--- src/rtl/i2s_mic_rx_if.sv ---
// Audio sample bus from the I2S microphone receiver to its downstream consumer.
// audio_valid is a one-cycle strobe with no ready: the consumer must take every pulse.
interface i2s_mic_rx_if;
    logic [15:0] pcm_out;
    logic        audio_valid;

    modport master (output pcm_out, output audio_valid);
    modport slave  (input  pcm_out, input  audio_valid);
endinterface

--- src/rtl/i2s_mic_rx.sv ---
// I2S master receiver: generates bclk/ws for a 24-bit MEMS mic, captures one channel,
// applies power-of-two gain with saturation and emits a 16-bit PCM sample per frame.
module i2s_mic_rx #(
    parameter int CLK_DIV    = 12,
    parameter int CHANNEL    = 0,
    parameter int GAIN_SHIFT = 0
) (
    input  logic         clk,
    input  logic         reset_n,
    input  logic         en,
    input  logic         sd,
    output logic         bclk,
    output logic         ws,
    output logic         state_dbg,
    i2s_mic_rx_if.master audio
);
    localparam int DW = (CLK_DIV > 1) ? $clog2(CLK_DIV) : 1;
    localparam logic [DW-1:0] DIV_LAST = DW'(CLK_DIV - 1);

    typedef enum logic {IDLE = 1'b0, RUN = 1'b1} state_t;

    state_t             state_q, state_d;
    logic [DW-1:0]      div_cnt;
    logic [5:0]         slot;
    logic [5:0]         slot_nx;
    logic [23:0]        shreg;
    logic [23:0]        shift_nx;
    logic [23:0]        sat24;
    logic signed [31:0] ext;
    logic signed [31:0] gained;
    logic               sd_m, sd_s;
    logic               fall_edge, in_win, capture, last_bit;

    assign state_dbg = (state_q == RUN);
    assign fall_edge = (state_q == RUN) && (div_cnt == DIV_LAST) && bclk;
    assign in_win    = (slot[4:0] >= 5'd1) && (slot[4:0] <= 5'd24);
    assign capture   = fall_edge && (slot[5] == 1'(CHANNEL)) && in_win;
    assign last_bit  = (slot[4:0] == 5'd24);
    assign shift_nx  = {shreg[22:0], sd_s};
    assign slot_nx   = slot + 6'd1;

    // Gain is applied to the word including the bit being captured this cycle,
    // so the sample is ready in the same edge that completes the shift.
    always_comb begin
        ext    = {{8{shift_nx[23]}}, shift_nx};
        gained = ext <<< GAIN_SHIFT;
        sat24  = gained[23:0];
        if (gained > 32'sh007F_FFFF)
            sat24 = 24'h7F_FFFF;
        else if (gained < 32'shFF80_0000)
            sat24 = 24'h80_0000;
    end

    always_comb begin
        state_d = state_q;
        case (state_q)
            IDLE:    if (en) state_d = RUN;
            RUN:     if (fall_edge && (slot == 6'd63) && !en) state_d = IDLE;
            default: state_d = IDLE;
        endcase
    end

    always_ff @(posedge clk or negedge reset_n) begin
        if (!reset_n) begin
            state_q <= IDLE;
            sd_m    <= 1'b0;
            sd_s    <= 1'b0;
        end else begin
            state_q <= state_d;
            sd_m    <= sd;
            sd_s    <= sd_m;
        end
    end

    always_ff @(posedge clk or negedge reset_n) begin
        if (!reset_n) begin
            div_cnt           <= '0;
            bclk              <= 1'b0;
            ws                <= 1'b0;
            slot              <= '0;
            shreg             <= '0;
            audio.pcm_out     <= '0;
            audio.audio_valid <= 1'b0;
        end else begin
            audio.audio_valid <= 1'b0;
            if (state_q == IDLE) begin
                div_cnt <= '0;
                bclk    <= 1'b0;
                ws      <= 1'b0;
                slot    <= '0;
                shreg   <= '0;
            end else begin
                if (div_cnt == DIV_LAST) begin
                    div_cnt <= '0;
                    bclk    <= ~bclk;
                    // Falling bclk opens the next slot; slot 63 wraps to 0, which also
                    // leaves bclk/ws low when the frame ends into IDLE.
                    if (bclk) begin
                        slot <= slot_nx;
                        ws   <= slot_nx[5];
                    end
                end else begin
                    div_cnt <= div_cnt + 1'b1;
                end
                if (capture) begin
                    shreg <= shift_nx;
                    if (last_bit) begin
                        audio.pcm_out     <= sat24[23:8];
                        audio.audio_valid <= 1'b1;
                    end
                end
            end
        end
    end
endmodule

--- src/flat_wrapper.sv ---
// flat-port wrapper written by rule: the top's interface ports become plain ports
module i2s_mic_rx_flat 
#(
    parameter int CLK_DIV    = 12,
    parameter int CHANNEL    = 0,
    parameter int GAIN_SHIFT = 0
)
  (clk, reset_n, en, sd, bclk, ws, state_dbg, audio_pcm_out, audio_audio_valid);
  i2s_mic_rx_if audio_i ();
  input  logic clk;
  input  logic reset_n;
  input  logic en;
  input  logic sd;
  output logic bclk;
  output logic ws;
  output logic state_dbg;
  output wire logic [$bits(audio_i.pcm_out)-1:0] audio_pcm_out;
  output wire logic [$bits(audio_i.audio_valid)-1:0] audio_audio_valid;
  assign audio_pcm_out = audio_i.pcm_out;
  assign audio_audio_valid = audio_i.audio_valid;
  i2s_mic_rx #(.CLK_DIV(CLK_DIV), .CHANNEL(CHANNEL), .GAIN_SHIFT(GAIN_SHIFT)) u_core (.clk(clk), .reset_n(reset_n), .en(en), .sd(sd), .bclk(bclk), .ws(ws), .state_dbg(state_dbg), .audio(audio_i));
endmodule
--- config.mk ---
export PLATFORM = sky130hd
export DESIGN_NAME = i2s_mic_rx_flat
export DESIGN_NICKNAME = d
export VERILOG_FILES = /design/src/rtl/i2s_mic_rx_if.sv /design/src/rtl/i2s_mic_rx.sv /design/src/flat_wrapper.sv
export SDC_FILE = /design/constraint.sdc
export NUM_CORES = 1
export LEC_CHECK = 0
export BUFFER_PORTS_ARGS = -buffer_cell sky130_fd_sc_hd__buf_2
export CAP_MARGIN = 10
export CORE_AREA = 2 2 68 70
export DETAILED_ROUTE_END_ITERATION = 7
export DIE_AREA = 0 0 70 72
export GPL_TIMING_DRIVEN = 0
export PLACE_DENSITY = 0.8
export SKIP_CTS_REPAIR_TIMING = 1
export SLEW_MARGIN = 15
export SYNTH_ARGS = -nofsm -noshare
export SYNTH_HDL_FRONTEND = slang
export SYNTH_SLANG_ARGS = --single-unit
--- constraint.sdc ---
create_clock -name clk -period 2.1 [get_ports clk]
set_input_delay 0.21 -clock clk [delete_from_list [all_inputs] [get_ports clk]]
set_output_delay 0.21 -clock clk [all_outputs]
set_load 0.02 [all_outputs]
==> Yosys cells after proc, flatten, opt, wreduce, memory -nomap -nowiden <==
Cells that the tools add are included.
{ "totals": {"wordCells": 55, "inputBits": 4, "regBits": 55} }
{ "op_classes": {"muxes": 20, "order_cmp": 4, "eq_ne": 6, "n_addsub": 2, "bitwise_logic": 3, "reduce_logical": 10} }
{ "ops": {"columns": ["op", "count"], "rows": [
  ["2-to-1 mux 24 bit", 2],
  ["2-to-1 mux 23 bit", 2],
  ["> comparator 24 bit, second input constant", 1],
  ["< comparator 24 bit, second input constant", 1],
  ["2-to-1 mux 6 bit", 3],
  ["2-to-1 mux 1 bit", 10],
  ["2-to-1 mux 4 bit", 2],
  ["logical AND 1 bit", 7],
  ["adder 6 x 1 -> 6 bit, second input constant", 1],
  ["equality test 6 bit, second input constant", 1],
  ["equality test 5 bit, second input constant", 1],
  ["greater-or-equal comparator 5 x 1 -> 1 bit, second input constant", 1],
  ["less-or-equal comparator 5 bit, second input constant", 1],
  ["adder 4 x 1 -> 4 bit, second input constant", 1],
  ["equality test 4 bit, second input constant", 1],
  ["!= test 2 bit, second input constant", 2],
  ["inverter 1 bit", 3],
  ["AND reduction 3 bit", 1],
  ["!= test 2 x 1 -> 1 bit, second input constant", 1],
  ["one-hot mux 1 bit (2 select lines)", 1],
  ["AND reduction 2 bit", 1],
  ["logical NOT 1 bit", 1]
]} }

==> Logic depth before layout (Yosys ltp) <==
{ "depth": {"depth_word": 7, "mapped_depth": 7, "depth_no_buf": 6} }

==> Worst setup path before layout <==
OpenSTA, ideal clock, no wires.
{ "synth_path": {"path_kind": "register to register", "startpoint": "register u_core.state_q (netlist: u_core.state_dbg)", "endpoint": "register u_core.audio.pcm_out[10]", "path_slack_ps": 399, "arrival_ps": 1576, "required_ps": 1975, "stages_incl_launch_ff": 7, "setup_time_ps": 125, "cell_sequence": "dfrtp_1 > buf_4 > inv_2 > nor4_4 > nand3_4 > buf_6 > mux2_4"} }
{ "synth_via": {"elab_chain_len": 5} }
{ "synth_lines": {"columns": ["item", "line_no", "text"], "rows": [
  ["start: declaration", "i2s_mic_rx.sv:22", "state_t state_q, state_d;"],
  ["start signal: assignment", "i2s_mic_rx.sv:69", "state_q <= state_d;"],
  ["logical AND 1 bit (2 in series)", "i2s_mic_rx.sv:35", "assign fall_edge = (state_q == RUN) && (div_cnt == DIV_LAST) && bclk;"],
  ["logical AND 1 bit (2 in series)", "i2s_mic_rx.sv:37", "assign capture = fall_edge && (slot[5] == 1'(CHANNEL)) && in_win;"],
  ["AND reduction 3 bit (no source line) (*)", null, null],
  ["end signal: assignment", "i2s_mic_rx.sv:108", "audio.pcm_out <= sat24[23:8];"],
  ["end: declaration", "i2s_mic_rx_if.sv:7", "modport master (output pcm_out, output audio_valid);"]
]} }
Every way passes the cells marked *; elsewhere a longest branch is shown, timed or not.
A chain may end at the register's enable or synchronous reset.

==> Final worst setup path <==
{ "layout_path": {"startpoint": "register u_core.slot[0]", "endpoint": "register u_core.audio.pcm_out[5]"} }
{ "layout_via": {"elab_chain_len": 4} }
{ "layout_lines": {"columns": ["item", "line_no", "text"], "rows": [
  ["start: declaration", "i2s_mic_rx.sv:24", "logic [5:0] slot;"],
  ["start signal: assignment", "i2s_mic_rx.sv:99", "slot <= slot_nx;"],
  ["greater-or-equal comparator 5 x 1 -> 1 bit or less-or-equal comparator 5 bit (tied branches)", "i2s_mic_rx.sv:36", "assign in_win = (slot[4:0] >= 5'd1) && (slot[4:0] <= 5'd24);"],
  ["logical AND 1 bit", "i2s_mic_rx.sv:36", null],
  ["logical AND 1 bit", "i2s_mic_rx.sv:37", null],
  ["AND reduction 3 bit (no source line) (*)", null, null]
]} }
Marked as above.

==> flow_summary.ini <==
[timing]
timing.slew.headroom_pct = 56.0
post-route-period-util_pct = 87.4
fmax_mhz = 545
tightestPinTransition_ns = 0.660
setup_viol = 0
fin_crit_ns = 1.84
setup_tns_ns = 0
rsz0062_at_grt = false
drv_slew = 0
finalClockSkew_ns = 0.00674
hold_violations = 0

[setup_path]
r2r_start = u_core.slot[0]
cp-start-kind = register
path_buf_inv = 2
cp-end-kind = register
max_stage_delay_ns = 0.46
crit_chain = inv_1 > ha_1 > nand2b_1 > nor4_4 > nand3_4 > buf_6 > mux2_4
path_max_fanout = 10
worst_r2r_endpoint = u_core.audio.pcm_out[5]
cp.required_ns = 2.30
cp_data_arrival_time_ns = 2.04
reg2regPathDepth = 7
crit_family = simple AND/OR/NAND/NOR gates
critPathKind = reg -> reg
cp_slowest_cell = dfrtp_1
reg2reg_slack_ns = 0.26

[power]
pwr_density_cell_nw_per_um2 = 842
leakage_nw = 1.47
ir_drop_mv = 0.366
power.total_w = 0.00220

[cts]
cts.sinks = 54
cts-buffers-inserted = 5
clk_pin_slew_ns = 0.09
cts_tree = done
cts_buffer_depth = 2
root_buffer = clkbuf_8
clk_latency_ns = 0.31
htree_levels = 2

[global_routing]
use_met1_pct = 21.8
antenna_found_initial = 0
met2_usage_pct = 24.6
grt_pass1_vias = 1287
grt_max_degree = 55
grt_remaining_overflow = 0
grt.total_usage_pct = 15.7
busiest_layer = met2
use_met3_pct = 4.17
grt_first_pass_wirelength_um = 6200

[run]
cap_viol_max_count = 0

[min_path]
hold_path_class = in -> reg
holdPathStages = 2
min_from = en
min_to = u_core.state_dbg

[synth]
synth.cell_area_um2 = 2300
synth_cell_type_count = 31
yosysSeqAreaShare_pct = 58.7
yosysWarnings = 0
synth_area_leaders = dfrtp_1, mux2i_1, mux2_4, nand2_1, mux2_2
synthesis.nets = 186
synthCells = 178
synth-seq-cells = 54
synth_top_area_cell = dfrtp_1
postSynthAreaPerCell_um2 = 12.9
netlist.area_leader.share_pct = 58.7

[floorplan]
rows = 24
io_pins = 24
die_w_um = 70
die_y_um = 72
start_util_pct = 54.0
die_area_um2 = 5040
core_region_area_um2 = 4260

[final_layout]
final_common_cell = dfrtp_1
drive_gt1_share_pct = 27.0
final_cell_mix = dfrtp_1, nand2_1, mux2i_1
fin_nets = 218
antenna_cells = 0
area_growth_pct = 13.5
finalInstanceArea_um2 = 2610

[place]
hpwl_um = 2440
placed_area_um2 = 2480
portBuffers = 23
gp_congestion = 0.780

[detailed_routing]
detail-route-antenna-nets = 0
drtPass1Iterations = 4
via_count = 1356
wl_per_cell_um = 13.8
post_drt_via_cell_ratio = 5.16
drc = 0
drt_wl_total_um = 3620
dr.first_iter.drc_count = 159

[run_status]
run_status = completed
==> synth_stat cells <==
master / count
xor2_1: 5
mux2_2: 6
nor4_1: 2
nand3_4: 1
nor3b_1: 1
a21o_1: 1
nand3_2: 1
mux2_4: 10
nand2b_1: 1
a31oi_1: 1
inv_2: 1
a21oi_1: 2
and3_1: 2
mux2i_1: 23
nand4_1: 3
nand3b_1: 1
xnor2_1: 2
nand2_1: 28
buf_6: 1
nor4_4: 1
buf_4: 4
a22oi_1: 1
and4b_1: 1
clkbuf_1: 3
ha_1: 4
and2_1: 1
nor3_1: 1
dfrtp_1: 54
nor2_1: 12
inv_1: 3
nand2_2: 1
==> worst register-to-register path, stage by stage (launching register included) <==
cell and delay, ns:
dfrtp_1 0.46, inv_1 0.08, ha_1 0.15, nand2b_1 0.14
nor4_4 0.23, nand3_4 0.18, buf_6 0.20, mux2_4 0.30
==> final cells by class <==
class	instances	area, um2
inverter	4	15.0
timing repair buffer	25	138
tap	52	65.1
clock buffer	5	68.8
clock inverter	3	40.0
fill	331	1650
multi-input combinational	112	882
buffer	8	52.6
sequential	54	1350
==> routing by layer <==
layer  wire length, um  up-vias
li1                  -      675
met1              1760      652
met2              1670       24
met3               145        5
met4                48        0
met5                 0        -
==> worst max path at each step <==
stage	startpoint	endpoint	slack, ns	cells past startpoint
2_1_floorplan	u_core.state_dbg	u_core.audio.pcm_out[10]	0.40	6
3_3_place_gp	u_core.div_cnt[0]	u_core.audio.pcm_out[5]	0.31	6
3_5_place_dp	u_core.slot[0]	u_core.audio.pcm_out[6]	0.27	7
4_1_cts	u_core.slot[0]	u_core.audio.pcm_out[10]	0.25	7
5_1_grt	u_core.slot[0]	u_core.audio.pcm_out[10]	0.15	7
6_report	u_core.slot[0]	u_core.audio.pcm_out[5]	0.26	7
==> through the flow <==
stage	setup slack (ns)	cells	utilization, %	hold WS, ns
after floorplan	0.399	178	-	-0.0856
after global placement	0.315	253	58.2	0.321
after detailed placement	0.270	253	58.2	0.319
after CTS	0.254	261	60.7	-0.00330
after global routing	0.151	263	61.3	0.0859
final	0.265	263	61.3	0.0838
==> sequential cells by signal (all words and copies together) (netlist names) <==
name / cells
u_core.audio.audio_valid: 1
u_core.audio.pcm_out: 16
u_core.bclk: 1
u_core.div_cnt: 4
u_core.sd_m: 1
u_core.sd_s: 1
u_core.shreg: 23
u_core.slot: 6
u_core.state_dbg: 1
==> cell families (layout without fill, tap and decap cells) <==
logic type / count (synthesis) / count (layout) / synth area share, %
DFF: 54 / 54 / 58.7
muxes: 39 / 39 / 19.5
AOI/OAI and AO/OA: 5 / 5 / 1.36
and+or+nand+nor: 57 / 57 / 12.7
xor gates and xnor gates: 7 / 7 / 2.66
adders and majority gates: 4 / 4 / 2.18
buffers and inverters: 12 / 45 / 2.94
==> power breakdown <==
part	switching, W	internal, W	total (W)
clock	0.000329	0.000351	0.000680
sequential	0.0000708	0.00111	0.00118
combinational	0.000197	0.000143	0.000340
No activity file was read; power rests on OpenSTA's default activity.
